## config.mk

```make
export PLATFORM = sky130hd
export DESIGN_NAME = enc_gen
export DESIGN_NICKNAME = d
export VERILOG_FILES = /design/src/rtl/enc_pkg.sv /design/src/rtl/enc_gen_prescaler.sv /design/src/rtl/enc_gen.sv
export SDC_FILE = /design/constraint.sdc
export NUM_CORES = 1
export LEC_CHECK = 0
export BUFFER_PORTS_ARGS = -buffer_cell sky130_fd_sc_hd__buf_2
export CELL_PAD_IN_SITES_DETAIL_PLACEMENT = 0
export CELL_PAD_IN_SITES_GLOBAL_PLACEMENT = 1
export CORE_UTILIZATION = 35
export DETAILED_ROUTE_END_ITERATION = 10
export GPL_ROUTABILITY_DRIVEN = 0
export HOLD_SLACK_MARGIN = 0.02
export PLACE_DENSITY = 0.74
export REMOVE_ABC_BUFFERS = 1
export SLEW_MARGIN = 15
export SYNTH_ARGS = -nofsm -noshare
export SYNTH_HDL_FRONTEND = slang
export SYNTH_SLANG_ARGS = --single-unit
export TNS_END_PERCENT = 10
```

## constraint.sdc

```tcl
create_clock -name CLK -period 7 [get_ports CLK]
set_input_delay 1.05 -clock CLK [delete_from_list [all_inputs] [get_ports CLK]]
set_output_delay 1.05 -clock CLK [all_outputs]
set_load 0.02 [all_outputs]
```

## src/rtl/enc_pkg.sv

```systemverilog
// Shared definitions for the quadrature encoder generator: FSM states,
// {A,B} levels per quadrature phase, direction codes and the phase stepper.
package enc_pkg;

    typedef enum logic [2:0] {
        ST_IDLE  = 3'b001,
        ST_RUN   = 3'b010,
        ST_DRAIN = 3'b100
    } state_t;

    localparam logic [1:0] AB_PH0 = 2'b00;
    localparam logic [1:0] AB_PH1 = 2'b10;
    localparam logic [1:0] AB_PH2 = 2'b11;
    localparam logic [1:0] AB_PH3 = 2'b01;

    localparam logic DIR_FWD = 1'b0;
    localparam logic DIR_REV = 1'b1;

    function automatic logic [1:0] ph_to_ab(input logic [1:0] ph);
        logic [1:0] ab;
        case (ph)
            2'd0:    ab = AB_PH0;
            2'd1:    ab = AB_PH1;
            2'd2:    ab = AB_PH2;
            default: ab = AB_PH3;
        endcase
        return ab;
    endfunction

    // The phase index is two bits wide, so wrap-around in both directions is free.
    function automatic logic [1:0] ph_step(input logic [1:0] ph, input logic dir);
        return (dir == DIR_REV) ? ph - 2'd1 : ph + 2'd1;
    endfunction

endpackage

```

## src/rtl/enc_gen_prescaler.sv

```systemverilog
// Quarter-period prescaler: counts 0..per-1, re-latches the period on load
// and on every terminal count, and strobes tc for one cycle at per-1.
module enc_gen_prescaler #(
    parameter int P_CNT_W = 32
) (
    input  logic               CLK,
    input  logic               I_RST,
    input  logic               load,
    input  logic               run,
    input  logic [P_CNT_W-1:0] period,
    output logic               tc,
    output logic               cnt_zero
);

    logic [P_CNT_W-1:0] cnt;
    logic [P_CNT_W-1:0] per;
    logic [P_CNT_W-1:0] period_eff;

    // A zero period would never reach terminal count; treat it as one clock.
    assign period_eff = (period == '0) ? P_CNT_W'(1) : period;
    assign tc         = run && (cnt == per - P_CNT_W'(1));
    assign cnt_zero   = (cnt == '0);

    always_ff @(posedge CLK or posedge I_RST) begin
        if (I_RST) begin
            cnt <= '0;
            per <= P_CNT_W'(1);
        end else if (load || tc) begin
            cnt <= '0;
            per <= period_eff;
        end else if (run) begin
            cnt <= cnt + P_CNT_W'(1);
        end
    end

endmodule

```

## src/rtl/enc_gen.sv

```systemverilog
// Quadrature encoder generator: A/B/Z waveforms at a programmable quarter period.
// Define ENC_GEN_Z_EN to generate the Z index pulse; otherwise O_Z is tied low.
module enc_gen
    import enc_pkg::*;
#(
    parameter int P_CNT_W = 32,
    parameter int P_PPR   = 1024,
    parameter int P_POS_W = $clog2(4*P_PPR)
) (
    input  logic               CLK,
    input  logic               I_RST,
    input  logic               I_EN,
    input  logic               I_DIR,
    input  logic [P_CNT_W-1:0] I_PERIOD,
    output logic               O_A,
    output logic               O_B,
    output logic               O_Z,
    output logic [P_POS_W-1:0] O_POS,
    output logic               O_BUSY,
    output logic               O_DONE
);

    localparam logic [P_POS_W-1:0] POS_MAX = P_POS_W'(4*P_PPR - 1);

    state_t             state, state_n;
    logic [1:0]         ph, ph_n, ph_stp;
    logic [P_POS_W-1:0] pos, pos_n, pos_stp;
    logic               dir_q, dir_n, step_dir;
    logic               done_q, done_n;
    logic               tc, cnt_zero;

    enc_gen_prescaler #(
        .P_CNT_W (P_CNT_W)
    ) u_prescaler (
        .CLK      (CLK),
        .I_RST    (I_RST),
        .load     (state == ST_IDLE),
        .run      (state != ST_IDLE),
        .period   (I_PERIOD),
        .tc       (tc),
        .cnt_zero (cnt_zero)
    );

    // Direction is live in RUN but frozen while draining back to phase 0.
    always_comb begin
        step_dir = (state == ST_DRAIN) ? dir_q : I_DIR;
        ph_stp   = ph_step(ph, step_dir);
        if (step_dir == DIR_REV) pos_stp = (pos == '0) ? POS_MAX : pos - P_POS_W'(1);
        else                     pos_stp = (pos == POS_MAX) ? '0 : pos + P_POS_W'(1);
    end

    // NOTE: every next-state signal gets its default first so no path infers a latch.
    always_comb begin
        state_n = state;
        ph_n    = ph;
        pos_n   = pos;
        dir_n   = dir_q;
        done_n  = 1'b0;
        case (state)
            ST_IDLE: begin
                ph_n  = '0;
                pos_n = '0;
                if (I_EN) state_n = ST_RUN;
            end
            ST_RUN: begin
                if (tc) begin
                    ph_n  = ph_stp;
                    pos_n = pos_stp;
                end
                if (!I_EN) begin
                    state_n = ST_DRAIN;
                    dir_n   = I_DIR;
                end
            end
            ST_DRAIN: begin
                if ((ph == 2'd0 && cnt_zero) || (tc && ph_stp == 2'd0)) begin
                    state_n = ST_IDLE;
                    ph_n    = '0;
                    pos_n   = '0;
                    done_n  = 1'b1;
                end else if (tc) begin
                    ph_n  = ph_stp;
                    pos_n = pos_stp;
                end
            end
            default: state_n = ST_IDLE;
        endcase
    end

    // NOTE: sequential state uses non-blocking assignments only.
    always_ff @(posedge CLK or posedge I_RST) begin
        if (I_RST) begin
            state  <= ST_IDLE;
            ph     <= '0;
            pos    <= '0;
            dir_q  <= DIR_FWD;
            done_q <= 1'b0;
        end else begin
            state  <= state_n;
            ph     <= ph_n;
            pos    <= pos_n;
            dir_q  <= dir_n;
            done_q <= done_n;
        end
    end

    // Output stage re-registers the core so every output lags it by one clock
    // together, which keeps O_DONE aligned with the falling edge of O_BUSY.
    always_ff @(posedge CLK or posedge I_RST) begin
        if (I_RST) begin
            O_A    <= 1'b0;
            O_B    <= 1'b0;
            O_POS  <= '0;
            O_BUSY <= 1'b0;
            O_DONE <= 1'b0;
        end else begin
            {O_A, O_B} <= ph_to_ab(ph);
            O_POS      <= pos;
            O_BUSY     <= (state != ST_IDLE);
            O_DONE     <= done_q;
        end
    end

`ifdef ENC_GEN_Z_EN
    always_ff @(posedge CLK or posedge I_RST) begin
        if (I_RST) O_Z <= 1'b0;
        else       O_Z <= (state != ST_IDLE) && (pos == '0);
    end
`else
    assign O_Z = 1'b0;
`endif

endmodule

```

==> results of run 1 <==
[Yosys cell counts, types with 6 or more instances]
cell type,instances
ha_1,8
and2_1,6
and3_1,11
xnor2_1,37
inv_1,22
a21boi_0,6
nand3_1,29
nor4_1,21
nand2_1,34
mux2_2,10
clkbuf_1,21
nor2_1,67
mux2_1,24
a41o_1,6
nand4_1,21
dfrtp_1,97
nand2b_1,9
nor3_1,24
xor2_1,37
o211a_1,6
a21oi_1,12
or3_1,10
o21ai_0,7
[final cells by class]
cell class	instances	area, um2	area share
flip-flops and latches	99	2480	0.373
clock buffers	10	229	0.0345
clock inverters	5	61.3	0.00923
well taps	220	275	0.0414
inverters	22	85.1	0.0128
multi-input cells	466	3230	0.487
repair buffers	54	278	0.0418
[state kept, by name, summed over array words and instances, names as in the netlist, 2 cells and up]
name             flops
pos                 12
state                3
ph                   2
O_POS               12
u_prescaler.cnt     32
u_prescaler.per     32
[layer usage]
metal | share of wire | up-vias | global-route usage
met1 | 0.45 | 2424 | 0.233
met4 | 0.024 | 0 | 0.0779
met3 | 0.044 | 25 | 0.0369
met2 | 0.48 | 115 | 0.299
met5 | 0 | - | 0
li1 | - | 2297 | -
[layout by cell type, fill, tap and decap left out, drive strengths merged, types with 3 or more instances in the layout]
cell type  synthesis  routed
a21boi             6       6
buf                9      54
a31o               3       3
xor2              37      37
o21ai              7       7
nand2             34      34
xnor2             37      37
and4               4       4
nand2b             9       9
mux2i              5       5
nand3             29      29
nor3              24      24
or2                4       4
nand3b             3       3
nor4bb             3       3
and3              11      11
nand4             21      21
nor4              25      25
dfrtp             97      97
nor2              68      68
or3               10      10
a211oi             4       4
clkbuf            21      10
o22ai              5       5
a41o               6       6
o211a              6       6
o31ai              4       4
a31oi              5       5
inv               22      25
or4                6       6
mux2              34      34
a21oi             12      12
ha                 8       8
and2               6       6
o211ai             4       4
[logic make-up after synthesis]
logic type | after synthesis | synth area share
simple gates | 265 | 0.241
flops | 99 | 0.417
compound gates | 79 | 0.104
xor+xnor | 74 | 0.109
buf+inv | 52 | 0.0395
mux | 39 | 0.0728
fa+ha+maj | 8 | 0.0168
other cells | 1 | 0.000630
[final timing paths]
kind,start,to,slack [ns],cells after the start
min in group asynchronous,I_RST,dir_q,0.76,2
hold / removal,done_q,O_DONE,0.36,0
setup reg to reg,u_prescaler.per[2],u_prescaler.per[3],2.69,9
max in group asynchronous,I_RST,u_prescaler.per[20],5.11,3
hold reg to reg,done_q,O_DONE,0.36,0
setup / recovery,u_prescaler.per[2],u_prescaler.per[3],2.69,9
[power by group]
| part | switching (mW) | internal [mW] |
|---|---|---|
| sequential | 0.192 | 0.692 |
| combinational | 0.384 | 0.313 |
| clock | 0.224 | 0.279 |
| total | 0.800 | 1.28 |
==> impl_metrics.csv, run 1 <==
group,metric,value,unit
sta,finalWorstSetupSlack,2.69,ns
setup_path,start_kind,"flop",
floorplan,coreArea,0.0166,mm2
setup_path,crit_fanout,64,
synth,synth_top_area_frac,0.408,
synth,synth_area_leaders,"dfrtp_1, xnor2_1, xor2_1",
setup_path,critical-path-top-delay-family,"simple AND/OR/NAND/NOR gates",
placed_design,io_buffers,51,
layout,diodes,0,
setup_path,worst-path-buf-inv,1,
global_route,grt_max_degree,65,
sta,finalHoldViolations,0,
clock_network,cts_hold_buf,0,
setup_path,crit_arrival,4.55,ns
synth,yosys_register_bits,99,
worst_hold_path,hold_path_class,"flop to flop",
clock_network,clockBufferDepth,2,
power_and_ir_drop,p_per_area,314,mW/mm2
floorplan,fp.dieH,132,um
synth,synth_area,0.00595,mm2
sta,timing.fmax,0.232,GHz
run_status,status,"completed",
synth,synth_area_leader_cell,"dfrtp_1",
layout,drive_above_1_share,0.151,
setup_path,cp-end-kind,"flop",
drt,vias_per_cell,5.55,
layout,postLayoutCoreUtil,0.401,
job,cap_violations,0,
sta,clock-skew-final,0.00906,ns
layout,final.fill_count,1656,
power_and_ir_drop,finalPower,2.08,mW
drt,ant_nets,0,
sta,slew_headroom,0.240,
clock_network,post-cts-setup-buffers,0,
clock_network,cts_made_buffers,9,
clock_network,path_clk_slew,0.07,ns
placed_design,detailed_place.area,0.00635,mm2
global_route,grt_pass1_wl,25200,um
global_route,grtUsageTotal,0.182,
placed_design,dp.cells,861,
floorplan,num_rows,47,
synth,ys_types,65,
setup_path,cp_slowest_cell,"nor2_2",
sta,rsz0062_at_grt,"no",
sta,min_period,4.31,ns
power_and_ir_drop,irDropWorstVdd,0.000162,V
layout,syn_to_final_growth,11.7,%
floorplan,die-area,0.0175,mm2
drt,dr.pass1.iters,6,
global_route,grt_pass1_vias,4958,
synth,syn_inst,617,
clock_network,htreeDepth,3,
layout,fin_cells,876,
synth,yosysWarningCount,0,
global_route,antenna_found_initial,0,
placed_design,place_hpwl,11000,um
drt,drt_wl_total,15100,um
floorplan,die_x,132,um
synth,yosysSeqAreaShare,0.417,
global_route,overflow,0,
drt,drc,0,
clock_network,cts.sinks,99,
sta,finalCritPeriodShare,0.616,
setup_path,critPathMaxStageDelay,0.63,ns
placed_design,dp_slack,2.73,ns
sta,whs,0.364,ns
synth,avgSynthCellArea,9.64,um2
floorplan,start_util,0.359,
setup_path,path_cells,"or4_4, or4_1, a211o_1, a211oi_2, o2111ai_2, nor2_2, o2bb2ai_4, buf_4, mux2_1",
setup_path,critPathRequiredTime,7.24,ns
synth,synth_edf_count,0,
setup_path,worst-setup-path-type,"flop to flop",
layout,final_area,0.00664,mm2
clock_network,cts_root_buf,"clkbuf_16",
sta,setup_tns,0,ns
clock_network,ctsResizeCount,0,
floorplan,ioPinCount,53,
power_and_ir_drop,p_leak,2.85,nW
clock_network,cts_tree,"built",
drt,dr_total_vias,4861,
sta,tightest_slew,1.11,ns
drt,drtIter0Drc,262,
synth,synth_flop_cell,"dfrtp_1",
layout,fin_nets,696,
drt,post_drt_wl_per_cell,17.3,um
synth,synth_async_sr_flop_share,1.00,
sta,slew_violations,0,
clock_network,clock_latency,0.36,ns
sta,setup_violations,0,
(Power assumes the default switching activity.)
==> run 2: changes to the inputs <==
Clock period 7 ns to 4.1 ns, I/O delays scaled along.
==> run 2 against run 1 <==
  * Clock-buffer cell count grew 1
  * Flip-flop and latch count did not move
  * Clock power rose by 65%
  * Final cell count rose by 1.3%
  * Total power grew 73%
  * Critical path depth is the same
  * Clock skew hardly changed
==> impl_metrics.csv, run 2 (same netlist as run 1, synthesis figures left out) <==
group,metric,value,unit
run_status,status,"completed",
global_route,antenna_found_initial,0,
global_route,gr-usage-met3,0.0273,
floorplan,fp.dieH,132,um
layout,final_cell_mix,"dfrtp_1, nor2_1, buf_2",
power_and_ir_drop,p_leak,2.90,nW
setup_path,cp-end-kind,"flop",
layout,postLayoutCoreUtil,0.405,
layout,diodes,0,
power_and_ir_drop,irDropWorstVdd,0.000212,V
drt,drtIter0Drc,328,
placed_design,dp.cells,871,
drt,ant_nets,0,
setup_path,r2r_end,"u_prescaler.per[0]",
setup_path,crit_fanout,35,
global_route,busiest_layer,"met2",
drt,dr_total_vias,4817,
global_route,overflow,0,
drt,drc,0,
drt,vias_per_cell,5.43,
sta,tightest_slew,1.11,ns
setup_path,crit_arrival,3.87,ns
floorplan,coreArea,0.0166,mm2
sta,clock-skew-final,0.00928,ns
drt,post_drt_wl_per_cell,17.0,um
global_route,grtUsageTotal,0.183,
sta,rsz0062_at_grt,"no",
floorplan,ioPinCount,53,
floorplan,num_rows,47,
setup_path,start_kind,"flop",
global_route,grt_pass1_wl,25300,um
layout,fin_nets,706,
sta,finalCritPeriodShare,0.876,
layout,syn_to_final_growth,12.9,%
clock_network,htreeDepth,3,
setup_path,rr_worst_depth,9,
sta,finalHoldViolations,0,
sta,slew_violations,0,
setup_path,rrSetupSlack,0.51,ns
layout,fin_cells,887,
power_and_ir_drop,finalPower,3.60,mW
clock_network,cts.sinks,99,
sta,slew_headroom,0.242,
global_route,use_met1,0.240,
setup_path,rr_startpoint,"u_prescaler.per[3]",
floorplan,die-area,0.0175,mm2
clock_network,cts_tree,"built",
clock_network,path_clk_slew,0.07,ns
layout,reg_top3,"u_prescaler.cnt: 32 flops, u_prescaler.per: 32 flops",
floorplan,start_util,0.359,
clock_network,cts_root_buf,"clkbuf_16",
setup_path,critPathRequiredTime,4.37,ns
global_route,grt_pass1_vias,4838,
sta,setup_violations,0,
placed_design,place_hpwl,11300,um
global_route,use_met2,0.306,
sta,setup_tns,0,ns
drt,drt_wl_total,15100,um
layout,drive_above_1_share,0.165,
clock_network,clockBufferDepth,2,
clock_network,cts_hold_buf,0,
drt,dr.pass1.iters,5,
power_and_ir_drop,p_per_area,536,mW/mm2
sta,min_period,3.59,ns
layout,final_common_cell,"dfrtp_1",
global_route,grt_max_degree,47,
worst_hold_path,hold_path_class,"input pin to asynchronous set/reset pin",
clock_network,clock_latency,0.35,ns
clock_network,ctsResizeCount,0,
setup_path,worst-setup-path-type,"flop to flop",
job,cap_violations,0,
clock_network,post-cts-setup-buffers,0,
placed_design,io_buffers,51,
clock_network,cts_made_buffers,9,
sta,timing.fmax,0.278,GHz
floorplan,die_x,132,um
[run 2: through the flow]
step / hold slack (ns) / cell area (um2) / setup slack, ns
final: 0.189 / 6720 / 0.507
after global routing: 0.209 / 6720 / 0.214
after CTS: 0.185 / 6720 / 0.490
after detailed placement: 0.338 / 6430 / 0.497
after global placement: 0.337 / 6430 / 0.552
after floorplan: 0.331 / 5800 / 0.435
[run 2: where the power goes]
part | switching [mW] | leakage, nW | internal [mW] | total, mW
sequential | 0.331 | 1.30 | 1.18 | 1.51
combinational | 0.681 | 1.46 | 0.581 | 1.26
clock | 0.389 | 0.139 | 0.438 | 0.828
total | 1.40 | 2.90 | 2.20 | 3.60
[run 2: cell type report]
type	instances	area [um2]
Clock buffer	11	243
Clock inverter	5	45.0
Fill cell	1640	9870
Inverter	22	85.1
Multi-Input combinational cell	466	3230
Sequential cell	99	2480
Tap cell	220	275
Timing Repair Buffer	64	353
[run 2: worst max-delay path: stages (launching register included)]
cell,delay [ns]
dfrtp_1,0.47
or4_4,0.58
or4_1,0.51
a211o_1,0.27
a211oi_2,0.24
o2111ai_2,0.23
nor2_2,0.22
o2bb2ai_4,0.50
buf_4,0.28
mux2i_1,0.20
[run 2: how the worst max path moves through the flow]
stage,startpoint,to,slack (ns),cells after the start
after floorplan,u_prescaler.per[0],u_prescaler.per[25],0.43,10
after global placement,u_prescaler.per[0],u_prescaler.per[31],0.55,10
after detailed placement,u_prescaler.per[0],u_prescaler.per[29],0.50,10
after CTS,u_prescaler.per[2],u_prescaler.cnt[4],0.49,9
after global routing,u_prescaler.per[7],pos[6],0.21,8
final,u_prescaler.per[3],u_prescaler.per[0],0.51,9
[run 2: per-layer routing]
metal  vias up  share of wire
li1       2317              -
met1      2381           0.46
met2        98           0.49
met3        21          0.033
met4         0          0.017
met5         -              0
